## src/rtl/tiny_pkg.sv

```systemverilog
// Shared encodings for the Tiny sequencer core: addressing modes, opcodes,
// FSM states and flag bit positions.
package tiny_pkg;

    localparam logic [1:0] MODE_IMM = 2'd0;
    localparam logic [1:0] MODE_ABS = 2'd1;
    localparam logic [1:0] MODE_OFF = 2'd2;
    localparam logic [1:0] MODE_REG = 2'd3;

    localparam logic [5:0] OP_LOAD  = 6'h01;
    localparam logic [5:0] OP_STORE = 6'h02;
    localparam logic [5:0] OP_JMP   = 6'h04;
    localparam logic [5:0] OP_JZ    = 6'h05;
    localparam logic [5:0] OP_JC    = 6'h06;
    localparam logic [5:0] OP_JN    = 6'h07;
    localparam logic [5:0] OP_ADD   = 6'h08;
    localparam logic [5:0] OP_ADC   = 6'h09;
    localparam logic [5:0] OP_SBB   = 6'h0A;
    localparam logic [5:0] OP_SUB   = 6'h0B;
    localparam logic [5:0] OP_HALT  = 6'h3F;

    // flags register layout is {V,Z,N,C}
    localparam int unsigned FLAG_C = 0;
    localparam int unsigned FLAG_N = 1;
    localparam int unsigned FLAG_Z = 2;
    localparam int unsigned FLAG_V = 3;

    typedef enum logic [2:0] {
        ST_FETCH_OP,
        ST_FETCH_ARG,
        ST_EXEC_RD,
        ST_EXEC_WR,
        ST_HALTED
    } state_t;

    function automatic logic is_jump(input logic [5:0] op);
        return op inside {OP_JMP, OP_JZ, OP_JC, OP_JN};
    endfunction

    function automatic logic is_known(input logic [5:0] op);
        return op inside {OP_LOAD, OP_STORE, OP_JMP, OP_JZ, OP_JC, OP_JN,
                          OP_ADD, OP_ADC, OP_SBB, OP_SUB, OP_HALT};
    endfunction

endpackage

```

## src/rtl/tiny_alu.sv

```systemverilog
// Combinational datapath: LOAD pass-through and the carry-chained add/subtract
// family, with NZCV outputs.
module tiny_alu
    import tiny_pkg::*;
#(
    parameter int unsigned WIDTH = 16
) (
    input  logic [WIDTH-1:0] a,
    input  logic [WIDTH-1:0] b,
    input  logic [5:0]       op,
    input  logic             cin,
    output logic [WIDTH-1:0] result,
    output logic             c,
    output logic             v,
    output logic             n,
    output logic             z
);

    logic [WIDTH-1:0] b_eff;
    logic             carry_in;
    logic [WIDTH:0]   sum;

    always_comb begin
        b_eff    = b;
        carry_in = 1'b0;
        case (op)
            OP_ADC: carry_in = cin;
            OP_SUB: begin
                b_eff    = ~b;
                carry_in = 1'b1;
            end
            OP_SBB: begin
                b_eff    = ~b;
                carry_in = cin;
            end
            default: ;
        endcase

        sum    = {1'b0, a} + {1'b0, b_eff} + {{WIDTH{1'b0}}, carry_in};
        result = (op == OP_LOAD) ? b : sum[WIDTH-1:0];
        c      = sum[WIDTH];
        // overflow is judged on the operands actually summed, i.e. ~b for subtraction
        v      = (a[WIDTH-1] == b_eff[WIDTH-1]) && (sum[WIDTH-1] != a[WIDTH-1]);
        n      = result[WIDTH-1];
        z      = (result == '0);
    end

endmodule

```

## src/rtl/tiny_seq_core.sv

```systemverilog
// Tiny accumulator machine: two-word fetch/execute FSM over a req/ack memory
// port, with PC-relative addressing, NZCV flags, HALT and illegal trapping.
module tiny_seq_core
    import tiny_pkg::*;
#(
    parameter int unsigned      WIDTH    = 16,
    parameter logic [WIDTH-1:0] RESET_PC = '0
) (
    input  logic             clk,
    input  logic             reset,
    input  logic             run,
    output logic             mem_req,
    output logic             mem_we,
    output logic [WIDTH-1:0] mem_addr,
    output logic [WIDTH-1:0] mem_wdata,
    input  logic [WIDTH-1:0] mem_rdata,
    input  logic             mem_ack,
    output logic [WIDTH-1:0] acc,
    output logic [3:0]       flags,
    output logic [WIDTH-1:0] pc,
    output logic             halted,
    output logic             illegal
);

    state_t           state;
    logic [7:0]       ir;
    logic [1:0]       mode;
    logic [5:0]       opc;
    logic [WIDTH-1:0] pc_inc;
    logic [WIDTH-1:0] ea;
    logic             taken;
    logic             bad_instr;

    logic [WIDTH-1:0] alu_result;
    logic             alu_c, alu_v, alu_n, alu_z;
    logic [3:0]       exec_flags;

    assign mode = ir[7:6];
    assign opc  = ir[5:0];

    tiny_alu #(.WIDTH(WIDTH)) u_alu (
        .a      (acc),
        .b      (mem_rdata),
        .op     (opc),
        .cin    (flags[FLAG_C]),
        .result (alu_result),
        .c      (alu_c),
        .v      (alu_v),
        .n      (alu_n),
        .z      (alu_z)
    );

    // B is always the word on mem_rdata: the operand itself for IMM, the EA data otherwise
    always_comb begin
        pc_inc    = pc + WIDTH'(1);
        ea        = (mode == MODE_OFF) ? pc_inc + mem_rdata : mem_rdata;
        bad_instr = !is_known(opc) || (mode == MODE_REG) ||
                    (opc == OP_STORE && mode == MODE_IMM);

        case (opc)
            OP_JMP:  taken = 1'b1;
            OP_JZ:   taken = flags[FLAG_Z];
            OP_JC:   taken = flags[FLAG_C];
            OP_JN:   taken = flags[FLAG_N];
            default: taken = 1'b0;
        endcase

        exec_flags         = {alu_v, alu_z, alu_n, alu_c};
        if (opc == OP_LOAD) begin
            exec_flags[FLAG_V] = flags[FLAG_V];
            exec_flags[FLAG_C] = flags[FLAG_C];
        end
    end

    // Completing a handshake sets up the next request on the same edge, so
    // zero-wait memory sustains one transfer per cycle.
    always_ff @(posedge clk or negedge reset) begin
        if (!reset) begin
            state     <= ST_FETCH_OP;
            pc        <= RESET_PC;
            acc       <= '0;
            flags     <= '0;
            ir        <= '0;
            halted    <= 1'b0;
            illegal   <= 1'b0;
            mem_req   <= 1'b0;
            mem_we    <= 1'b0;
            mem_addr  <= '0;
            mem_wdata <= '0;
        end else if (run) begin
            case (state)
                ST_FETCH_OP: begin
                    if (!mem_req) begin
                        mem_req  <= 1'b1;
                        mem_we   <= 1'b0;
                        mem_addr <= pc;
                    end else if (mem_ack) begin
                        ir       <= mem_rdata[7:0];
                        pc       <= pc_inc;
                        mem_addr <= pc_inc;
                        state    <= ST_FETCH_ARG;
                    end
                end

                ST_FETCH_ARG: begin
                    if (mem_req && mem_ack) begin
                        pc <= pc_inc;
                        if (opc == OP_HALT) begin
                            mem_req <= 1'b0;
                            mem_we  <= 1'b0;
                            halted  <= 1'b1;
                            state   <= ST_HALTED;
                        end else if (bad_instr) begin
                            mem_req <= 1'b0;
                            mem_we  <= 1'b0;
                            halted  <= 1'b1;
                            illegal <= 1'b1;
                            state   <= ST_HALTED;
                        end else if (is_jump(opc)) begin
                            pc       <= taken ? ea : pc_inc;
                            mem_addr <= taken ? ea : pc_inc;
                            state    <= ST_FETCH_OP;
                        end else if (mode == MODE_IMM) begin
                            acc      <= alu_result;
                            flags    <= exec_flags;
                            mem_addr <= pc_inc;
                            state    <= ST_FETCH_OP;
                        end else if (opc == OP_STORE) begin
                            mem_we    <= 1'b1;
                            mem_wdata <= acc;
                            mem_addr  <= ea;
                            state     <= ST_EXEC_WR;
                        end else begin
                            mem_addr <= ea;
                            state    <= ST_EXEC_RD;
                        end
                    end
                end

                ST_EXEC_RD: begin
                    if (mem_req && mem_ack) begin
                        acc      <= alu_result;
                        flags    <= exec_flags;
                        mem_addr <= pc;
                        state    <= ST_FETCH_OP;
                    end
                end

                ST_EXEC_WR: begin
                    if (mem_req && mem_ack) begin
                        mem_we   <= 1'b0;
                        mem_addr <= pc;
                        state    <= ST_FETCH_OP;
                    end
                end

                ST_HALTED: begin
                    mem_req <= 1'b0;
                    mem_we  <= 1'b0;
                end

                default: state <= ST_HALTED;
            endcase
        end
    end

endmodule

```

## config.mk

```make
export PLATFORM = sky130hd
export DESIGN_NAME = tiny_seq_core
export DESIGN_NICKNAME = d
export VERILOG_FILES = /design/src/rtl/tiny_pkg.sv /design/src/rtl/tiny_alu.sv /design/src/rtl/tiny_seq_core.sv
export SDC_FILE = /design/constraint.sdc
export NUM_CORES = 1
export LEC_CHECK = 0
export ABC_AREA = 1
export CORE_MARGIN = 4
export CORE_UTILIZATION = 32
export CTS_BUF_LIST = sky130_fd_sc_hd__clkbuf_4
export CTS_CLUSTER_DIAMETER = 80
export DETAILED_ROUTE_END_ITERATION = 8
export HOLD_SLACK_MARGIN = 0.12
export PLACE_DENSITY_LB_ADDON = 0.08
export SLEW_MARGIN = 30
export SYNTH_ARGS = -nofsm -noshare
export SYNTH_HDL_FRONTEND = slang
export SYNTH_SLANG_ARGS = --single-unit
```

## constraint.sdc

```tcl
create_clock -name clk -period 3.1 [get_ports clk]
set_input_delay 0.775 -clock clk [delete_from_list [all_inputs] [get_ports clk]]
set_output_delay 0.775 -clock clk [all_outputs]
set_load 0.02 [all_outputs]
```

==> results_dict.tcl <==
set metrics [dict create \
    end_kind "flop" \
    max-slew-margin-rel_pct 51.98 \
    fin_tns_setup_ns 0 \
    fin_area_mm2 0.009938 \
    die-width_um 157.7 \
    core_area_mm2 0.02196 \
    reg2reg_from "pc[1]" \
    nets 1437 \
    drt-total-wl_mm 27.80 \
    ant_nets 0 \
    grt_use_total_pct 22.29 \
    place.gp.congestion 0.9413 \
    path_delay_family "simple AND/OR/NAND/NOR gates" \
    drv_slew 0 \
    fin_cells 1668 \
    path_cells "buf_4 > nand3_2 > buf_4 > nor2_1 > xor2_1 > buf_4 > ha_1 > nand2_1 > inv_1 > a21oi_1 > nand2_1 > xor2_1 > o21ai_0 > buf_4 > nor2_1 > nor3_1 > a21oi_1" \
    clkTransAtPathRegs_ns 0.17 \
    slowest_delay_ns 0.44 \
    final_common_cell "nand2_1" \
    netlist_area_mm2 0.007172 \
    cts_tree "done" \
    cts_root_buf "clkbuf_4" \
    p_leak_nw 5.097 \
    drt_drc_violations_left 0 \
    r2r_end "mem_addr[7]" \
    critPathKind "flop to flop" \
    powerDensity_mw_per_mm2 243.3 \
    cp_common_cell "buf_4" \
    clkLatencyLatePin_ns 0.48 \
    dp_slack_ns -0.3437 \
    hold_ws_ns 0.2108 \
    grt_max_degree 53 \
    grt_pass1_wl_mm 42.75 \
    avgRoutedWirePerCell_um 16.67 \
    max_freq_mhz 342.2 \
    dieArea_mm2 0.02487 \
    place_inst 1637 \
    finalHoldViolations 0 \
    tightest_slew_ns 0.7177 \
    layout_common_cells "353 x nand2_1, 166 x inv_1, 152 x buf_4, 103 x nor2_1, 90 x clkdlybuf4s50_1" \
    path_buf_inv 5 \
    cp_max_fo 5 \
    cts_buffer_depth 2 \
    ys_seq_area_share_pct 28.61 \
    syn2layout_area_growth_pct 38.57 \
    initial_utilization_pct 32.66 \
    grt-ovfl-total 0 \
    syn_nets 1210 \
    hold_class "input pin to async pin" \
    cts_hold_buffers 0 \
    numClockSinks 82 \
    place_hpwl_mm 22.06 \
    finalPower_mw 2.418 \
    antenna_found_initial 1 \
    grt_pass1_vias 7702 \
    port_buffers 91 \
    numCtsBuffers 9 \
    syn_inst 1155 \
    ir_worst_vdd_v 0.0001967 \
    ys_types 40 \
    syn_area_per_cell_um2 6.209 \
    drtIter0Drc 542 \
    critPathRequiredTime_ns 3.48 \
    crit_slowest_cell "dfrtp_2" \
    finalSetupViolCount 0 \
    r2r_slack_ns 0.18 \
    yosys_warnings 0 \
    worst_setup_path_start_kind "flop" \
    arrival_ns 3.30 \
    rr_worst_depth 17 \
    rsz0062_at_grt "yes" \
    fin_ws_ns 0.1774 \
    period_share_pct 94.28 \
    period_needed_ns 2.923 \
    maxCapViolCount 0 \
    io_pins 92 \
    ctsHtreeMaxLevel 3 \
    place_area_mm2 0.009368 \
    synth_seq_cells 82 \
    final_util_pct 45.26 \
    setup.worst_path.start "pc[1]" \
    dr.pass1.iters 6 \
    row_count 54 \
    viasPerCell 4.863 \
    skew_ns 0.02963 \
    drive_above_1_share_pct 18.82 \
    status "complete, no violations" \
    die_h_um 157.7 \
    cp.depth 17 \
    vias 8112 \
]
==> cell families (layout without fill, tap and decap cells) <==
group / Yosys count / count (layout) / synth area share (%)
xor+xnor: 35 / 35 / 4.274
mux: 2 / 2 / 0.3140
buf+inv: 210 / 442 / 11.65
flops: 82 / 82 / 28.61
simple gates: 602 / 602 / 34.72
other cells: 0 / 1 / 0
fa+ha+maj: 35 / 35 / 6.420
compound gates: 189 / 189 / 14.01
==> power by group <==
| part | internal, mW | switching, mW |
|---|---|---|
| Sequential | 1.08 | 0.00586 |
| Combinational | 0.231 | 0.298 |
| Clock | 0.352 | 0.455 |
| Total | 1.66 | 0.759 |
==> layer usage <==
metal,vias up,wire length [um],track usage (%),part of all wire [%]
met5,-,0,0,0
met4,0,511,4.793,1.8
met3,31,1385,3.499,5.0
met2,212,12380,35.53,45
met1,3769,13520,31.98,49
li1,4100,-,-,-
==> sequential cells by signal, indices dropped and copies added, names as in the netlist <==
name,flops
acc,15
flags,4
halted,1
illegal,1
ir,8
mem_addr,16
mem_req,1
mem_wdata,16
mem_we,1
pc,16
state,3
==> worst max path at each step <==
stage / to / slack, ns
floorplan: flags[2] / 0.31
global placement: flags[2] / -0.36
detailed placement: flags[2] / -0.34
CTS: pc[9] / 0.005
global route: pc[14] / -0.07
finish: mem_addr[7] / 0.18
==> worst reg2reg max path, stage by stage (launching register included) <==
cell and delay, ns:
dfrtp_2 0.44, buf_4 0.13, nand3_2 0.10, buf_4 0.17, nor2_1 0.11, xor2_1 0.17, buf_4 0.16, ha_1 0.27
nand2_1 0.16, inv_1 0.07, a21oi_1 0.14, nand2_1 0.13, xor2_1 0.16, o21ai_0 0.14, buf_4 0.14, nor2_1 0.04
nor3_1 0.20, a21oi_1 0.11
==> synth_stat cells, drive strengths merged <==
cell type | n | share of area [%]
a21o | 1 | 0.10
o21ai | 106 | 7.4
and2 | 6 | 0.52
o211ai | 9 | 0.94
xor2 | 30 | 3.7
nor4 | 1 | 0.087
mux2 | 2 | 0.31
o22ai | 9 | 0.79
nor3 | 14 | 1.0
nand3 | 78 | 5.8
nand4 | 5 | 0.44
xnor2 | 5 | 0.61
fa | 3 | 0.84
o31ai | 1 | 0.10
dfrtp | 82 | 29
clkbuf | 13 | 0.68
buf | 16 | 1.5
o22a | 1 | 0.12
a31oi | 1 | 0.087
nand2 | 371 | 20
a221oi | 1 | 0.12
a41oi | 1 | 0.12
a22oi | 3 | 0.31
a21oi | 56 | 3.9
or2 | 3 | 0.26
ha | 32 | 5.6
nand3b | 4 | 0.42
inv | 181 | 9.5
nor2 | 120 | 6.5
==> final cells by class <==
class	count	area, um2
fill	2331	12020
multi-input combinational	863	4581
timing repair buffer	245	2102
sequential	82	2053
inverter	181	679.4
tap	280	350.3
clock inverter	5	87.58
clock buffer	11	82.58
antenna	1	2.502
==> what timing repair did <==
action                                  in CTS  in global routing
gates resized for setup                      3                 63
endpoints found under the setup margin       5                 37
gates cloned                                 0                  0
pin swaps                                    1                 12
setup buffers                                2                 12
Note: power is estimated with default switching activity, not from simulation.
==> RTL edit 1, RTL diff (config.mk and constraints unchanged) <==
Reset style: synchronous (`reset`), changed in one clocked block.
--- a/src/rtl/tiny_seq_core.sv
+++ b/src/rtl/tiny_seq_core.sv
@@ -74,7 +74,7 @@
 
     // Completing a handshake sets up the next request on the same edge, so
     // zero-wait memory sustains one transfer per cycle.
-    always_ff @(posedge clk or negedge reset) begin
+    always_ff @(posedge clk) begin
         if (!reset) begin
             state     <= ST_FETCH_OP;
             pc        <= RESET_PC;
Function: differs if reset is asserted again (counterexample within 4 cycles, from zero or initial values and one cycle with reset low); with reset held inactive, the same outputs for 4 cycles.
==> RTL edit 1 against the unedited design <==
  * Sequential cell count unchanged
  * Via count up 2.4%
  * Largest cell class unchanged
  * Routed wire length down 3.0%
  * Area after synthesis down 3.2%
  * Cell area down 1.3%
  * Setup slack worse by 0.065 ns
  * Synthesized cell count up 0.52%
Power is not compared: it rests on default switching activity, and its combinational part moved more than twofold at a synthesized area within 25%.
==> RTL edit 1: results (changes against the unedited design) <==
Global route
The pin count of the biggest net entering global routing is 57 (+7.5%). The first-pass GRT wire length is 41.7 mm (-2.5%). The global-route usage over all layers is 0.217 (-0.00584). The number of antenna violations at the first check in global routing is 1 (unchanged). The number of global-route vias before repair is 7,754 (+0.68%).

Yosys
The count of yosys warnings during synthesis was 0 (unchanged). The count of different cell masters after synthesis is 47 (+18%). The gate count after technology mapping came to 1,161 (+0.52%). The commonest cells after synthesis are sky130_fd_sc_hd__nand2_1 (310), sky130_fd_sc_hd__inv_1 (147), sky130_fd_sc_hd__nor2_1 (127). The sequential cell area fraction in the yosys report was 0.236 (-0.0497). Yosys attributes the largest share of cell area to sky130_fd_sc_hd__dfxtp_1 (24%), sky130_fd_sc_hd__nand2_1 (17%), sky130_fd_sc_hd__inv_1 (7.9%). The fraction of registers with async set or reset after synthesis was 0 (-1.00).

Cells and area
The net count reported at finish was 1,435 (-0.14%). The count of fill cells added during filler insertion was 2,316 (-0.64%). The largest registers in the layout are mem_addr (16), mem_wdata (16), pc (16). The fraction of final layout cells sized beyond drive strength 1 came to 0.217 (+0.0284).

Worst setup path
The critical path's top delay family is simple AND/OR/NAND/NOR gates. The worst register-to-register path begins at pc[1]$_SDFFE_PN0P_. The reg2reg setup slack came to 0.11 ns (-0.06 ns). The delay contributed by the slowest stage of the critical path is 0.39 ns (-0.05 ns). The cell with the largest stage delay on the worst path is sky130_fd_sc_hd__dfxtp_2. The data arrival time at the worst-slack endpoint came to 3.38 ns (+0.08 ns). The critical-path maximum fanout is 4 (-1). The number of cells on the worst reg-to-reg path is 20 (+3).

The capture instance of the worst register-to-register path is pc[14]$_SDFFE_PN0P_.

Pwr
The worst-case IR drop observed on VDD is 0.000184 V. In this run the static leakage power is 4.60 nW.

Outcome
The run finished with clean final reports.

Placed design
The placed wire-length estimate is 20.8 mm (-5.5%). The number of input and output port buffers inserted came to 91 (unchanged). The placed cell count is 1,627 (-0.61%).

The weighted congestion reported at the end of routability-driven placement was 0.896 (-4.8%).

Clock tree
The source-to-sink clock delay at the later pin of the worst-skew pair is 0.48 ns (about the same). The depth of the CTS H-tree was 3 (unchanged). The number of buffers created by CTS is 9 (unchanged). The clock transition at the registers of the reported paths is 0.16 ns. The number of buffers between clock root and the deepest sink is 2 (unchanged). Clock tree synthesis selected as its root buffer the cell sky130_fd_sc_hd__clkbuf_4.

STA
The largest clock skew in the final design came to 0.0184 ns (-0.0113 ns). The worst max-slew margin expressed relative to the limit is 0.573 (+0.0535). The worst-case hold slack was 0.460 ns (+0.249 ns).

Hold path
In this run the worst hold path is classified as reg -> reg. The instance count along the most critical hold path is 2. The worst min-delay path endpoint is halted$_SDFFE_PN0P_. The startpoint identified for the worst hold timing path is halted$_SDFFE_PN0P_.

Drt
The mean number of vias per cell was 5.00 (+2.9%). The violation count after the first detailed-routing iteration came to 732 (+35%). The vias after detailed routing is 8,310 (+2.4%).

The routed wire length per instance was 16.2 µm (-2.6%). The number of iterations in the first detailed-routing pass is 7 (+1).
[RTL edit 1: cell types whose count changed after synthesis, sizes merged, moves of 4 or more]
cell,unedited run,this run
o21a,0,4
dfrtp,82,0
a21oi,56,93
inv,181,155
nor2,120,133
dfxtp,0,82
nand4,5,12
nand2,371,312
or2,3,11
a31oi,1,19
nand3,78,83
[RTL edit 1: stage by stage]
step	util	setup TNS, ns	total power, W	setup slack, ns	area, µm²
CTS	0.438	0	0.00311	0.00389	9260
global placement	0.427	-7.02	0.00220	-0.467	9030
finish	0.464	0	0.00314	0.113	9810
floorplan	-	0	0.00174	0.136	6940
global route	0.464	-0.611	0.00332	-0.0867	9810
detailed placement	0.427	-7.55	0.00220	-0.533	9030
[RTL edit 1: where the power goes]
group          internal [W]  total [W]  switching (W)
clock network      0.000417   0.000901       0.000484
logic              0.000454    0.00107       0.000620
registers           0.00111    0.00116      0.0000511
[RTL edit 1: logic make-up after synthesis]
family	Yosys count	synth area share
simple gates	575	0.352
buf+inv	189	0.110
flops	82	0.236
fa+ha+maj	35	0.0663
xor+xnor	32	0.0404
compound gates	248	0.194
[RTL edit 1: repair_timing]
action                     CTS  global route
pin swaps                    0            39
cloned                       0             1
buffers inserted             0            16
hold buffers                 0             0
gates resized for setup      9           107
setup endpoints to repair   11            23
[RTL edit 1: area by class of cell]
type / instances / area share
Tap cell: 275 / 0.0351
Sequential cell: 82 / 0.168
Timing Repair Buffer: 240 / 0.212
Multi-Input combinational cell: 890 / 0.505
Antenna cell: 1 / 0.000255
Clock inverter: 7 / 0.0128
Clock buffer: 9 / 0.00689
Inverter: 157 / 0.0605
[RTL edit 1: worst max path at each step]
stage	startpoint	endpoint	slack, ns	depth (start not counted)
5_1_grt	pc[1]$_SDFFE_PN0P_	mem_addr[13]$_SDFFE_PN0P_	-0.09	21
4_1_cts	mem_rdata[0]	flags[2]$_SDFFE_PN0P_	0.004	18
6_report	pc[1]$_SDFFE_PN0P_	pc[14]$_SDFFE_PN0P_	0.11	20
3_5_place_dp	mem_rdata[0]	flags[2]$_SDFFE_PN0P_	-0.53	18
2_1_floorplan	pc[0]$_SDFFE_PN0P_	mem_addr[13]$_SDFFE_PN0P_	0.14	21
3_3_place_gp	mem_rdata[0]	flags[2]$_SDFFE_PN0P_	-0.47	18
[RTL edit 1: metal layers]
metal	GRT usage	wire [µm]
met3	0.0309	1820
met4	0.0492	418
met1	0.320	13000
met2	0.336	11800
met5	0	0
==> RTL edit 2, RTL diff (config.mk and constraints unchanged) <==
Without the edit above. `WIDTH` is set to 16 in 2 places; all go to 24.
--- a/src/rtl/tiny_alu.sv
+++ b/src/rtl/tiny_alu.sv
@@ -3,7 +3,7 @@
 module tiny_alu
     import tiny_pkg::*;
 #(
-    parameter int unsigned WIDTH = 16
+    parameter int unsigned WIDTH = 24
 ) (
     input  logic [WIDTH-1:0] a,
     input  logic [WIDTH-1:0] b,
--- a/src/rtl/tiny_seq_core.sv
+++ b/src/rtl/tiny_seq_core.sv
@@ -3,7 +3,7 @@
 module tiny_seq_core
     import tiny_pkg::*;
 #(
-    parameter int unsigned      WIDTH    = 16,
+    parameter int unsigned      WIDTH    = 24,
     parameter logic [WIDTH-1:0] RESET_PC = '0
 ) (
     input  logic             clk,
Interface: changed (5 resized); port bits go from 92 to 132. The function was not compared with the original's and may differ.
==> RTL edit 2 against the unedited design <==
  * The run now ends with negative setup slack left
  * Critical path depth grew 7
  * Critical endpoint is now mem_addr[20]$_DFFE_PN0P_
  * Sequential cell count grew 32
  * Global-route usage grew 3.5 points
  * Final cell count grew 61%
  * Total power grew 49%
  * Setup slack lost 0.26 ns
  * Area after synthesis grew 52%
  * Routed wire length grew 75%
  * Sequential share of layout area shrank 3.7 points
  * Cell area grew 70%
==> RTL edit 2: results (changes against the unedited design) <==
Outcome
The run finished, with violations left. The checks that failed: negative setup slack.

Global route
The number of antenna violations at the first check in global routing is 1 (unchanged). The first-pass GRT wire length is 73.3 mm (+71%). The number of global-route vias before repair came to 12,769 (+66%). The global-route usage over all layers came to 0.258 (+0.0352). The pin count of the biggest net entering global routing is 50 (-5.7%).

Drt
The violation count after the first detailed-routing iteration came to 1,002 (+85%). The final wirelength was 48.8 mm (+75%). The mean number of vias per cell was 5.00 (+2.9%). The number of iterations in the first detailed-routing pass is 5 (-1).

Yosys
Sorting the synthesized cells by area gives the leading types as sky130_fd_sc_hd__dfrtp_1 (26%), sky130_fd_sc_hd__nand2_1 (21%), sky130_fd_sc_hd__inv_1 (7.7%). By count the netlist is led by sky130_fd_sc_hd__nand2_1 (600), sky130_fd_sc_hd__inv_1 (224), sky130_fd_sc_hd__nor2_1 (188). The fraction of registers with async set or reset after synthesis is 1.00 (unchanged).

The flip-flop cell with the highest count after synthesis is sky130_fd_sc_hd__dfrtp_1. The sequential cell area fraction in the yosys report is 0.262 (-0.0237). The count of different cell masters after synthesis is 45 (+13%). The number of nets in the synthesized netlist was 1,878 (+55%). The count of yosys warnings during synthesis is 0 (unchanged).

Placed design
The worst setup slack before clock tree synthesis is -0.631 ns (-0.287 ns). The placement-stage cell area was 0.0149 mm² (+59%). The placed wire-length estimate is 38.5 mm (+75%).

The number of input and output port buffers inserted is 131 (+44%). The weighted congestion reported at the end of routability-driven placement was 0.930 (-1.2%).

Pwr
The highest ir drop seen on vdd came to 0.000173 V (-12%). The static leakage is 8.46 nW (+66%).

Clock tree
The tree is rooted in a sky130_fd_sc_hd__clkbuf_4. The clock transition at the registers of the reported paths is 0.12 ns (-0.05 ns). The number of buffers created by CTS is 17 (+8). The source-to-sink clock delay at the later pin of the worst-skew pair is 0.62 ns (+0.14 ns).

The depth of the CTS H-tree is 4 (+1).

STA
The setup TNS is -0.427 ns (-0.427 ns). The post-layout worst setup margin was -0.0831 ns (-0.261 ns). The largest clock skew in the final design is 0.0241 ns (-0.00555 ns). The worst-case hold slack is 0.172 ns (-0.0387 ns). The final count of negative-setup-slack endpoints is 11 (+11). The slew at the pin with the worst max-slew slack came to 0.708 ns (-0.00988 ns).

Worst setup path
The critical path's top delay family is simple AND/OR/NAND/NOR gates. The largest individual stage delay along the critical path comes from the cell sky130_fd_sc_hd__dfrtp_2. The critical-path maximum fanout was 4 (-1). The data arrival time at the worst-slack endpoint is 3.70 ns (+0.40 ns). The delay contributed by the slowest stage of the critical path came to 0.41 ns (-0.03 ns).

Cells and area
The count of fill cells added during filler insertion is 3,470 (+49%). The net count reported at finish was 2,311 (+61%). The fraction of final layout cells sized beyond drive strength 1 was 0.306 (+0.118). The largest registers in the layout are mem_addr (24), mem_wdata (24), pc (24).

The utilization of the core after routing is 0.504 (+0.0511).

Hold path
The type of the most critical hold path is in -> async.
==> RTL edit 2: cell types whose count changed after synthesis, moves of 13 or more <==
cell | before | now
sky130_fd_sc_hd__nand2_1 | 365 | 600
sky130_fd_sc_hd__nor2_1 | 114 | 188
sky130_fd_sc_hd__inv_1 | 170 | 224
sky130_fd_sc_hd__nand3_1 | 75 | 128
sky130_fd_sc_hd__a21oi_1 | 56 | 106
sky130_fd_sc_hd__o21ai_0 | 89 | 129
sky130_fd_sc_hd__dfrtp_1 | 82 | 114
sky130_fd_sc_hd__nand4_1 | 5 | 25
sky130_fd_sc_hd__clkbuf_1 | 13 | 32
sky130_fd_sc_hd__a31oi_1 | 1 | 18
sky130_fd_sc_hd__ha_1 | 32 | 49
sky130_fd_sc_hd__o21ai_1 | 17 | 4
==> RTL edit 2: final timing paths <==
kind / from / endpoint / depth (start not counted)
worst min-delay path: reset / mem_wdata[13]$_DFFE_PN0P_ / 1
min in group clk: halted$_DFFE_PN0P_ / halted$_DFFE_PN0P_ / 2
worst max register to register: pc[0]$_DFFE_PN0P_ / mem_addr[20]$_DFFE_PN0P_ / 24
max in group asynchronous: reset / pc[0]$_DFFE_PN0P_ / 2
worst max-delay path: pc[0]$_DFFE_PN0P_ / mem_addr[20]$_DFFE_PN0P_ / 24
worst min register to register: halted$_DFFE_PN0P_ / halted$_DFFE_PN0P_ / 2
==> RTL edit 2: report_power, final <==
group / switching [W] / leakage, nW / internal, W
registers: 0.00000329 / 1.41 / 0.00149
logic: 0.000532 / 6.92 / 0.000417
clock network: 0.000669 / 0.132 / 0.000477
==> RTL edit 2: logic make-up (layout without fill, tap and decap cells) <==
kind of cell	after synthesis	in the layout	share of synthesized area
fa+ha+maj	52	52	0.0619
other cells	0	1	0
compound gates	299	299	0.150
buf+inv	285	731	0.102
xor+xnor	51	51	0.0411
simple gates	997	997	0.382
flops	114	114	0.262
==> RTL edit 2: what timing repair did <==
action / CTS / global route
gates cloned: 0 / 1
hold buffers: 0 / 0
resized for setup: 159 / 225
pin swaps: 37 / 130
setup endpoints to repair: 39 / 54
setup buffers: 9 / 21
==> RTL edit 2: cell type report <==
class	instances	area share
Clock inverter	13	0.00704
Antenna cell	1	0.000148
Inverter	232	0.0522
Tap cell	448	0.0332
Sequential cell	114	0.169
Multi-Input combinational cell	1399	0.494
Timing Repair Buffer	467	0.236
Clock buffer	19	0.00845
==> RTL edit 2: through the flow <==
step                      power (W)  std cells
after floorplan             0.00190       1798
after global placement      0.00231       2633
after detailed placement    0.00231       2633
after CTS                   0.00354       2674
after global routing        0.00379       2693
final                       0.00359       2693
==> RTL edit 2: per-layer routing <==
layer,track usage,vias up,part of all wire
met1,0.368,6379,0.47
li1,-,6648,-
met3,0.0346,58,0.055
met4,0.0664,0,0.021
met2,0.413,392,0.45
met5,0,-,0
